[src/rtl/regfile_pkg.sv]
// Shared constants and types for the 8 x 32-bit register file and its write-back path.
//   DW       data width
//   AW       register address width
//   NREG     register count (2**AW)
//   wb_req_t one pending write: destination register and data
package regfile_pkg;

  localparam int unsigned DW   = 32;
  localparam int unsigned AW   = 3;
  localparam int unsigned NREG = 8;

  typedef struct packed {
    logic [AW-1:0] addr;
    logic [DW-1:0] data;
  } wb_req_t;

endpackage

[src/rtl/reg_wb_sched_slot.sv]
// wb_slot: one-entry holding buffer for a single write-back source.
//   clk_i, rst_ni  clock, asynchronous active-low reset
//   valid_i        source offers a write
//   drain_i        slot contents are taken by the arbiter this cycle
//   req_i          offered write (addr, data)
//   ready_o        slot can take a write this cycle (empty or draining)
//   full_o         slot holds a write
//   req_o          held write
module wb_slot
  import regfile_pkg::*;
(
  input  logic    clk_i,
  input  logic    rst_ni,
  input  logic    valid_i,
  input  logic    drain_i,
  input  wb_req_t req_i,
  output logic    ready_o,
  output logic    full_o,
  output wb_req_t req_o
);

  logic    full_q, full_d;
  wb_req_t req_q, req_d;

  // Depends only on state and the arbiter's drain, never on valid_i.
  assign ready_o = ~full_q | drain_i;
  assign full_o  = full_q;
  assign req_o   = req_q;

  always_comb begin
    full_d = full_q;
    req_d  = req_q;
    if (valid_i && ready_o) begin
      // A refill on the draining edge keeps the slot full.
      full_d = 1'b1;
      req_d  = req_i;
    end else if (drain_i) begin
      full_d = 1'b0;
    end
  end

  always_ff @(posedge clk_i or negedge rst_ni) begin
    if (!rst_ni) begin
      full_q <= 1'b0;
      req_q  <= '0;
    end else begin
      full_q <= full_d;
      req_q  <= req_d;
    end
  end

endmodule

[src/rtl/reg_wb_sched.sv]
// reg_wb_sched: shares the register file's single write port between the ALU (source 0)
// and memory-load (source 1) write-back paths with round-robin arbitration, and keeps a
// per-register busy scoreboard for read-after-write hazard detection.
//   clk, cr                          clock, asynchronous active-low reset
//   s0_*/s1_*                        valid/ready write-back sources with addr and data
//   rf_we, rf_addr_w, rf_di          registered register-file write port
//   claim_valid/claim_addr/ready     issue logic marks a register as pending
//   busy                             scoreboard, bit i = write to Ri outstanding
//   rd_a_addr, rd_b_addr             read port addresses
//   hazard_a, hazard_b               read port targets a busy register
module reg_wb_sched #(
  parameter int unsigned DW   = regfile_pkg::DW,
  parameter int unsigned AW   = regfile_pkg::AW,
  parameter int unsigned NREG = regfile_pkg::NREG
) (
  input  logic            clk,
  input  logic            cr,
  input  logic            s0_valid,
  output logic            s0_ready,
  input  logic [AW-1:0]   s0_addr,
  input  logic [DW-1:0]   s0_data,
  input  logic            s1_valid,
  output logic            s1_ready,
  input  logic [AW-1:0]   s1_addr,
  input  logic [DW-1:0]   s1_data,
  output logic            rf_we,
  output logic [AW-1:0]   rf_addr_w,
  output logic [DW-1:0]   rf_di,
  input  logic            claim_valid,
  input  logic [AW-1:0]   claim_addr,
  output logic            claim_ready,
  output logic [NREG-1:0] busy,
  input  logic [AW-1:0]   rd_a_addr,
  input  logic [AW-1:0]   rd_b_addr,
  output logic            hazard_a,
  output logic            hazard_b
);

  import regfile_pkg::*;

  wb_req_t       slot0_req, slot1_req;
  logic          slot0_full, slot1_full;
  logic          gnt0, gnt1;
  logic          last_grant_q;  // 1: source 1 was granted last
  logic          rf_we_q;
  logic [AW-1:0] rf_addr_q;
  logic [DW-1:0] rf_di_q;
  logic [NREG-1:0] busy_q, busy_d;

  wb_slot u_slot0 (
    .clk_i   (clk),
    .rst_ni  (cr),
    .valid_i (s0_valid),
    .drain_i (gnt0),
    .req_i   ('{addr: s0_addr, data: s0_data}),
    .ready_o (s0_ready),
    .full_o  (slot0_full),
    .req_o   (slot0_req)
  );

  wb_slot u_slot1 (
    .clk_i   (clk),
    .rst_ni  (cr),
    .valid_i (s1_valid),
    .drain_i (gnt1),
    .req_i   ('{addr: s1_addr, data: s1_data}),
    .ready_o (s1_ready),
    .full_o  (slot1_full),
    .req_o   (slot1_req)
  );

  // Round-robin: on contention the source that did not win last time is granted.
  always_comb begin
    gnt0 = slot0_full & (~slot1_full | last_grant_q);
    gnt1 = slot1_full & (~slot0_full | ~last_grant_q);
  end

  always_ff @(posedge clk or negedge cr) begin
    if (!cr) begin
      rf_we_q      <= 1'b0;
      rf_addr_q    <= '0;
      rf_di_q      <= '0;
      last_grant_q <= 1'b1;
    end else begin
      rf_we_q <= gnt0 | gnt1;
      if (gnt0) begin
        rf_addr_q    <= slot0_req.addr;
        rf_di_q      <= slot0_req.data;
        last_grant_q <= 1'b0;
      end else if (gnt1) begin
        rf_addr_q    <= slot1_req.addr;
        rf_di_q      <= slot1_req.data;
        last_grant_q <= 1'b1;
      end
    end
  end

  assign rf_we     = rf_we_q;
  assign rf_addr_w = rf_addr_q;
  assign rf_di     = rf_di_q;

  assign claim_ready = ~busy_q[claim_addr];
  assign hazard_a    = busy_q[rd_a_addr];
  assign hazard_b    = busy_q[rd_b_addr];
  assign busy        = busy_q;

  // Clear first so that a claim on the committing register wins.
  always_comb begin
    busy_d = busy_q;
    if (rf_we_q) busy_d[rf_addr_q] = 1'b0;
    if (claim_valid && claim_ready) busy_d[claim_addr] = 1'b1;
  end

  always_ff @(posedge clk or negedge cr) begin
    if (!cr) begin
      busy_q <= '0;
    end else begin
      busy_q <= busy_d;
    end
  end

endmodule
[config.mk]
export PLATFORM = sky130hd
export DESIGN_NAME = reg_wb_sched
export DESIGN_NICKNAME = d
export VERILOG_FILES = /design/src/rtl/regfile_pkg.sv /design/src/rtl/reg_wb_sched_slot.sv /design/src/rtl/reg_wb_sched.sv
export SDC_FILE = /design/constraint.sdc
export NUM_CORES = 1
export LEC_CHECK = 0
export CORE_ASPECT_RATIO = 1.1
export CORE_MARGIN = 2
export CORE_UTILIZATION = 55
export CTS_BUF_LIST = sky130_fd_sc_hd__clkbuf_4 sky130_fd_sc_hd__clkbuf_8
export CTS_CLUSTER_DIAMETER = 30
export CTS_CLUSTER_SIZE = 10
export DETAILED_ROUTE_END_ITERATION = 8
export GPL_TIMING_DRIVEN = 1
export PLACE_DENSITY_LB_ADDON = 0.12
export SETUP_SLACK_MARGIN = 0.2
export SLEW_MARGIN = 20
export SYNTH_ARGS = -nofsm -noshare
export SYNTH_HDL_FRONTEND = slang
export SYNTH_HIERARCHICAL = 1
export SYNTH_SLANG_ARGS = --single-unit
export TNS_END_PERCENT = 30
[constraint.sdc]
create_clock -name clk -period 2.9 [get_ports clk]
set_input_delay 0.58 -clock clk [delete_from_list [all_inputs] [get_ports clk]]
set_output_delay 0.58 -clock clk [all_outputs]
set_load 0.05 [all_outputs]
* Word-level counts from Yosys, hierarchy flattened
Cells that the tools add are included.
Word-level totals: bits in registers 117, RAM bits 0, logic and storage cells 61, latch bits 0, bits of input ports 84, output and inout bits 49, memories kept 0, bits in read-only memories 0
Cells by class: shift operators 0, $add $sub $neg 0, reductions and logical operators 8, $lt $le $gt $ge 6, div/mod/pow operators 0, bitwise logic cells 14, $mul 0, multiplexer cells 22, equal/unequal tests 0
Operators with widths (count):
- $mux W32 | 2
- $lt A3 B4 Y1 const B | 4
- $mux W8 | 2
- $mux W1 | 11
- $bmux W1 S3 | 3
- $and A8 B8 Y8 | 1
- $not A8 Y8 | 1
- $or A8 B8 Y8 | 1
- $demux W1 S3 | 2
- $ge A3 B1 Y1 const B | 2
- $mux W3 | 2
- $reduce_bool A2 Y1 | 3
- $logic_and A1 B1 Y1 | 5
- $or A1 B1 Y1 | 5
- $not A1 Y1 | 4
- $and A1 B1 Y1 | 2

* Depth between registers and ports, before layout
Gate-level depths: netlist of the first run.
depth after elaboration 9, mapped depth 9, depth with buffers taken out 6

* Modules after synthesis
The synthesis of the first run kept the hierarchy.
Modules (own cells, without submodules):
- wb_slot | area each 1472.7 µm², cells each 77, sequential area each 900.9 µm², instances 2
- reg_wb_sched | area each 2346.0 µm², cells each 202, sequential area each 1127.3 µm², instances 1

* Worst setup path after synthesis of the first run
OpenSTA, ideal clock, no wires.
path kind in2out, start point input port claim_addr[2], end point output port claim_ready, buffers on the path 1, arrival time 2.353 ns, data required time 2.320 ns, path slack -0.033 ns, stages on the path 4, cell sequence clkbuf_1 > mux2i_1 > o32ai_1 > a211oi_1
Between the ends: word-level cells in the longest chain between the ends 3
Ends and longest elaborated chain:
- start, declared | line reg_wb_sched.sv:30 | input logic [AW-1:0] claim_addr,
- $bmux W1 S3 | line reg_wb_sched.sv:102 | assign claim_ready = ~busy_q[claim_addr];
- $mux W1 (not written as such) | line reg_wb_sched.sv:102
- $not A1 Y1 | line reg_wb_sched.sv:102
- end, declared | line reg_wb_sched.sv:31 | output logic claim_ready,
Every way passes these cells. The select of a mux whose other input is x is not followed.

* Worst setup path in the final report of the first run
start point input port rd_a_addr[1], end point output port hazard_a
Between the ends: word-level cells in the longest chain between the ends 2
Ends and longest elaborated chain:
- start, declared | line reg_wb_sched.sv:33 | input logic [AW-1:0] rd_a_addr,
- $bmux W1 S3 | line reg_wb_sched.sv:103 | assign hazard_a = busy_q[rd_a_addr];
- $mux W1 (not written as such) | line reg_wb_sched.sv:103
- end, declared | line reg_wb_sched.sv:35 | output logic hazard_a,
Every way passes these cells. The select of a mux whose other input is x is not followed.

==> results.yml, run 1 <==
timing:
  hold_viol_final: 0
  tightest_slew_ns: 0.723
  worst_slack_ns: 0.258
  drv_slew: 0
  min_period_over_period: 0.911
  clock.fmax_mhz: 378
  setup_violations: 0
  rsz0062_at_grt: "true"
  fin_skew_ns: 0.0103
  slew_headroom: 0.518
  min_period_ns: 2.64
  fin_setup_tns_ns: 0
critical_path:
  r2r-start: "u_slot0/full_o"
  crit_start: "rd_a_addr[1]"
  crit_arrival_ns: 2.06
  cp-start-kind: "input pin"
  crit_type: "input pin to output port"
  end_kind: "output port"
  cp.required_ns: 2.32
  worstPathMaxFanout: 2
job:
  maxCapViolations: 0
cts:
  clock-sinks: 117
  htreeDepth: 4
  post-cts-setup-buffer-count: 0
  cts-root-buf: "clkbuf_8"
  cts.clk_slew.worst_paths_ns: 0.08
  hold_buffers: 0
  cts.path.max_buffers: 2
  cts-buffers-inserted: 17
  cts_resized: 0
  insertion_delay_ns: 0.43
  cts_tree: "done"
floorplan:
  die_y_um: 107
  start_util: 0.566
  ios: 133
  core_area_mm2: 0.00935
  num_rows: 37
  dieArea_mm2: 0.0104
  die_width_um: 97.5
route:
  wl_per_cell_um: 19.4
  viasPerCell: 5.66
  first_pass_iters: 4
  first_iter_violations: 139
  wl_um: 12000
  via_count: 3508
  drc: 0
  ant_nets: 0
placement:
  gp_congestion: 0.823
  hpwl_um: 7480
  port_buffers: 132
  dp_slack_ns: 0.210
logic_synthesis:
  synth_nets: 440
  synth_xor_area_frac: 0
  netlist_area_mm2: 0.00529
  synth-seq-cells: 117
  ys_types: 37
  synth_edf_count: 0
  yosys_warnings: 6
  syn_avg_cell_area_um2: 14.9
  synth_common_cells: "116 x dfrtp_1, 60 x mux2_4, 27 x or3_1, 21 x o221a_1, 20 x mux2_2"
  yosysTopAreaCellShare: 0.549
  synth_compound_area_frac: 0.105
  yosysMostFrequentCell: "dfrtp_1"
  synth_adder_area_share: 0
  ys_top_cells_by_area: "dfrtp_1 55%, mux2_4 17%, o221a_1 4.5%, mux2_2 4.3%, or3_1 3.2%"
  ys.flop_type: "dfrtp_1"
  seq_area_frac_synth: 0.554
  yosysTopAreaCell: "dfrtp_1"
  synth_top_family_by_area: "multiplexers"
  postSynthCellCount: 356
  async_flop_share: 1.00
  synth_mux_area_frac: 0.234
  synthSimpleGateAreaFrac: 0.0643
final_layout:
  diodes: 0
  final_nets: 574
  multi_input_area_mm2: 0.00214
  seq_area_mm2: 0.00293
  layout-drive-gt1-share: 0.286
  num-fill-cells: 602
  layout-area-overhead-vs-synth_pct: 33.7
hold_path:
  hold_path_class: "input pin to async pin"
power_and_ir_drop:
  ir_worst_vdd_uv: 676
  p_leak_nw: 3.07
  pwr_density_cell_mw_per_mm2: 1260
status:
  outcome: "finished clean"
global_routing:
  grt_pass1_vias: 3808
  grt-ovfl-total: 0
  grtUsageTotal: 0.243
  grt_max_degree: 85
  antenna_found_initial: 0
  grt_first_pass_wirelength_um: 19500
==> critical path: stages <==
cell	delay, ns
clkdlybuf4s50_1	0.53
mux4_2	0.50
mux2_2	0.27
buf_4	0.19
==> worst paths after layout <==
| check | end | depth (start not counted) | slack, ns |
|---|---|---|---|
| worst max-delay path | hazard_a | 4 | 0.26 |
| worst min-delay path | u_slot0/req_o[5] | 1 | 0.08 |
| worst max register to register | u_slot1/req_o[29] | 5 | 0.70 |
| worst min register to register | u_slot1/req_o[34] | 1 | 0.51 |
| max in group asynchronous | last_grant_q | 2 | 1.99 |
| min in group clk | u_slot1/req_o[34] | 1 | 0.51 |
==> routing by layer <==
layer / share of wire / wire [um] / global-route usage
met5: 0 / 0 / 0
met4: 0.013 / 154 / 0.0784
met3: 0.052 / 620 / 0.0789
met2: 0.49 / 5860 / 0.389
met1: 0.45 / 5400 / 0.318
==> logic make-up after synthesis <==
group	after synthesis
buffers and inverters	35
muxes	86
AOI/OAI and AO/OA	66
and+or+nand+nor	52
DFF	117
==> state kept, by name, indices dropped and copies added, names as in the netlist <==
| name | cells |
|---|---|
| u_slot0/req_o | 35 |
| u_slot1/req_o | 35 |
| rf_di | 32 |
| busy | 8 |
| rf_addr_w | 3 |
| last_grant_q | 1 |
| rf_we | 1 |
| u_slot0/full_o | 1 |
| u_slot1/full_o | 1 |
==> power breakdown <==
group	internal, mW	switching (mW)
Clock	0.818	0.698
Combinational	2.01	2.27
Sequential	2.47	0.642
Total	5.29	3.61
==> through the flow <==
step           total power, mW  hold slack [ns]  instance area [um^2]  utilization  std cells
2_1_floorplan             6.11            0.284                  5300            -        356
3_3_place_gp              7.29            0.490                  6660        0.712        588
3_5_place_dp              7.39            0.496                  6660        0.712        588
4_1_cts                   8.96           0.0848                  7070        0.756        620
5_1_grt                   9.31            0.100                  7070        0.756        620
6_report                  8.90           0.0846                  7070        0.756        620
==> cell type report <==
cell class	count	area share
Sequential cell	117	0.414
Multi-Input combinational cell	204	0.303
Timing Repair Buffer	139	0.198
Clock buffer	19	0.0370
Clock inverter	13	0.0212
Tap cell	117	0.0207
Inverter	11	0.00584
==> layout by cell type (no fill, tap or decap), types with 2 or more instances in the layout <==
master,instances
mux2_4,60
a31oi_1,12
o221a_2,6
nand2b_4,2
mux2_2,20
clkinv_4,4
buf_12,3
inv_6,2
nor3b_1,4
clkinvlp_4,5
nand2b_1,3
nand2_4,2
buf_4,10
o22ai_1,8
bufinv_16,2
or3_1,27
o221a_1,21
nand2_1,4
inv_1,11
o21ai_0,3
dfrtp_1,115
nor2b_1,3
a21oi_1,9
clkdlybuf4s50_1,124
mux4_2,3
clkbuf_8,19
mux2i_1,2
dlymetal6s2s_1,2
nor2_1,3
Power figures use the tool's default switching activity.
==> inputs of run 2 (changes only) <==
--- a/config.mk
+++ b/config.mk
@@ -5,10 +5,11 @@
 export SDC_FILE = /design/constraint.sdc
 export NUM_CORES = 1
 export LEC_CHECK = 0
+export CELL_PAD_IN_SITES_DETAIL_PLACEMENT = 1
+export CELL_PAD_IN_SITES_GLOBAL_PLACEMENT = 1
 export CORE_ASPECT_RATIO = 1.1
-export CORE_MARGIN = 2
-export CORE_UTILIZATION = 55
-export CTS_BUF_LIST = sky130_fd_sc_hd__clkbuf_4 sky130_fd_sc_hd__clkbuf_8
+export CORE_UTILIZATION = 43
+export CTS_BUF_LIST = sky130_fd_sc_hd__clkbuf_4 sky130_fd_sc_hd__clkbuf_8 sky130_fd_sc_hd__clkbuf_16
 export CTS_CLUSTER_DIAMETER = 30
 export CTS_CLUSTER_SIZE = 10
 export DETAILED_ROUTE_END_ITERATION = 8
==> results.yml, run 2 (synthesis gave the netlist of run 1 again) <==
cts:
  cts-root-buf: "clkbuf_16"
  htreeDepth: 4
  clock-sinks: 117
  insertion_delay_ns: 0.41
  cts.path.max_buffers: 2
  cts-buffers-inserted: 17
  cts_tree: "done"
  cts.clk_slew.worst_paths_ns: 0.05
power_and_ir_drop:
  p_leak_nw: 3.17
  p_switching_mw: 3.73
  swShare: 0.395
  pwr_density_cell_mw_per_mm2: 1300
  ir_worst_vdd_uv: 628
  pwr-share-clk: 0.205
  intPower_mw: 5.73
  p_seq_frac: 0.332
  combPwrFrac: 0.464
timing:
  min_period_over_period: 0.917
  min_period_ns: 2.66
  setup_violations: 0
  fin_setup_tns_ns: 0
  fin_skew_ns: 0.0135
  rsz0062_at_grt: "true"
  slew_headroom: 0.414
  tightest_slew_ns: 0.880
  hold_viol_final: 0
  drv_slew: 0
  clock.fmax_mhz: 376
hold_path:
  hold_path_class: "input pin to async pin"
global_routing:
  grt_first_pass_wirelength_um: 23100
  antenna_found_initial: 0
  grt_pass1_vias: 4205
  grt_max_degree: 52
  grt-ovfl-total: 0
  grtUsageTotal: 0.244
floorplan:
  start_util: 0.440
  dieArea_mm2: 0.0128
  core_area_mm2: 0.0120
  die_width_um: 108
  num_rows: 42
  ios: 133
  die_y_um: 118
route:
  wl_um: 14300
  ant_nets: 0
  wl_per_cell_um: 21.7
  first_pass_iters: 4
  first_iter_violations: 165
  drc: 0
  via_count: 3668
  viasPerCell: 5.56
final_layout:
  layout-drive-gt1-share: 0.291
  final_cell_mix: "125 x clkdlybuf4s50_1, 115 x dfrtp_1, 60 x mux2_4"
  instances_no_fill: 660
  layout-area-overhead-vs-synth_pct: 37.9
  final_nets: 577
  final_common_cell: "clkdlybuf4s50_1"
  diodes: 0
critical_path:
  critical_path_depth: 4
  rr_worst_depth: 6
  crit_slowest_cell: "clkdlybuf4s50_1"
  r2r-start: "last_grant_q"
  cp.required_ns: 2.32
  path_cells: "clkdlybuf4s50_1, mux4_2, mux2_2, buf_4"
  crit_type: "input pin to output port"
  crit_family: "multiplexers"
  crit_arrival_ns: 2.08
  cp-start-kind: "input pin"
  worstPathMaxFanout: 2
  crit_start: "rd_a_addr[1]"
  path_buf_inv: 2
  cp_slowest_stage_delay_ns: 0.53
  endpoint: "hazard_a"
  end_kind: "output port"
  r2r_setup_slack_ns: 0.62
  r2r-end: "u_slot1/req_o[5]"
placement:
  hpwl_um: 8640
  port_buffers: 132
  dp.cells: 627
  gp_congestion: 0.832
status:
  outcome: "finished clean"
job:
  maxCapViolations: 0
==> run 2: changes by cell type in the layout (fill, tap and decap cells not counted), moves of 2 or more <==
| cell | before | now |
|---|---|---|
| clkinv_4 | 4 | 0 |
| bufinv_16 | 2 | 0 |
| clkinvlp_4 | 5 | 0 |
| inv_6 | 2 | 0 |
| clkbuf_16 | 0 | 17 |
| clkinv_2 | 0 | 4 |
| clkbuf_4 | 0 | 7 |
| clkbuf_8 | 19 | 4 |
==> run 2: worst reg2reg max path, cell delays in order (launching register included) <==
cell and delay, ns:
dfstp_2 0.74, a21bo_1 0.18, inv_1 0.04, nand2b_4 0.17
nand2_4 0.41, buf_4 0.31, mux2_4 0.32
==> run 2: power by group through the flow <==
stage                     registers [mW]  logic, mW  clock network (mW)
after floorplan                     3.97       2.14                   0
after global placement              3.08       4.28                   0
after detailed placement            3.13       4.35                   0
after CTS                           3.14       4.43                1.98
after global routing                3.24       4.62                2.05
final                               3.14       4.38                1.94
==> run 2: per-layer routing <==
metal  share of wire  GRT usage
met5               0          0
met4           0.015     0.0967
met3           0.047     0.0629
met2            0.51      0.407
met1            0.43      0.298
==> run 2: worst min path at each step <==
stage	startpoint	to	cells past startpoint
floorplan	cr	busy[0]	0
global placement	u_slot1/req_o[34]	u_slot1/req_o[34]	1
detailed placement	u_slot0/req_o[8]	u_slot0/req_o[8]	1
CTS	cr	u_slot1/req_o[3]	1
global route	cr	u_slot1/req_o[3]	1
finish	cr	u_slot1/req_o[3]	1
==> run 2: layout make-up <==
class	count	area [um^2]
clock buffer	28	533
clock inverter	4	20.0
fill	1180	4740
inverter	11	41.3
multi-input combinational	205	2150
sequential	117	2930
tap	154	193
timing repair buffer	141	1430
==> run 2: per-stage QoR <==
step                hold WS (ns)  worst slack [ns]  utilization  area, um^2  power, mW
finish                     0.214             0.240        0.606        7290       9.46
global route               0.257             0.168        0.606        7290       9.91
CTS                        0.235             0.187        0.606        7290       9.55
detailed placement         0.497             0.192        0.559        6730       7.48
global placement           0.492             0.223        0.559        6730       7.36
floorplan                  0.284             0.416            -        5300       6.11
==> run 2: timing repair <==
item / CTS / global route
endpoints found under the setup margin: 2 / 2
resized for setup: 0 / 1
pin swaps: 1 / 0
cloned: 1 / 0
hold endpoints to repair: 0 / 0
hold buffers: 0 / 0
setup buffers: 0 / 0
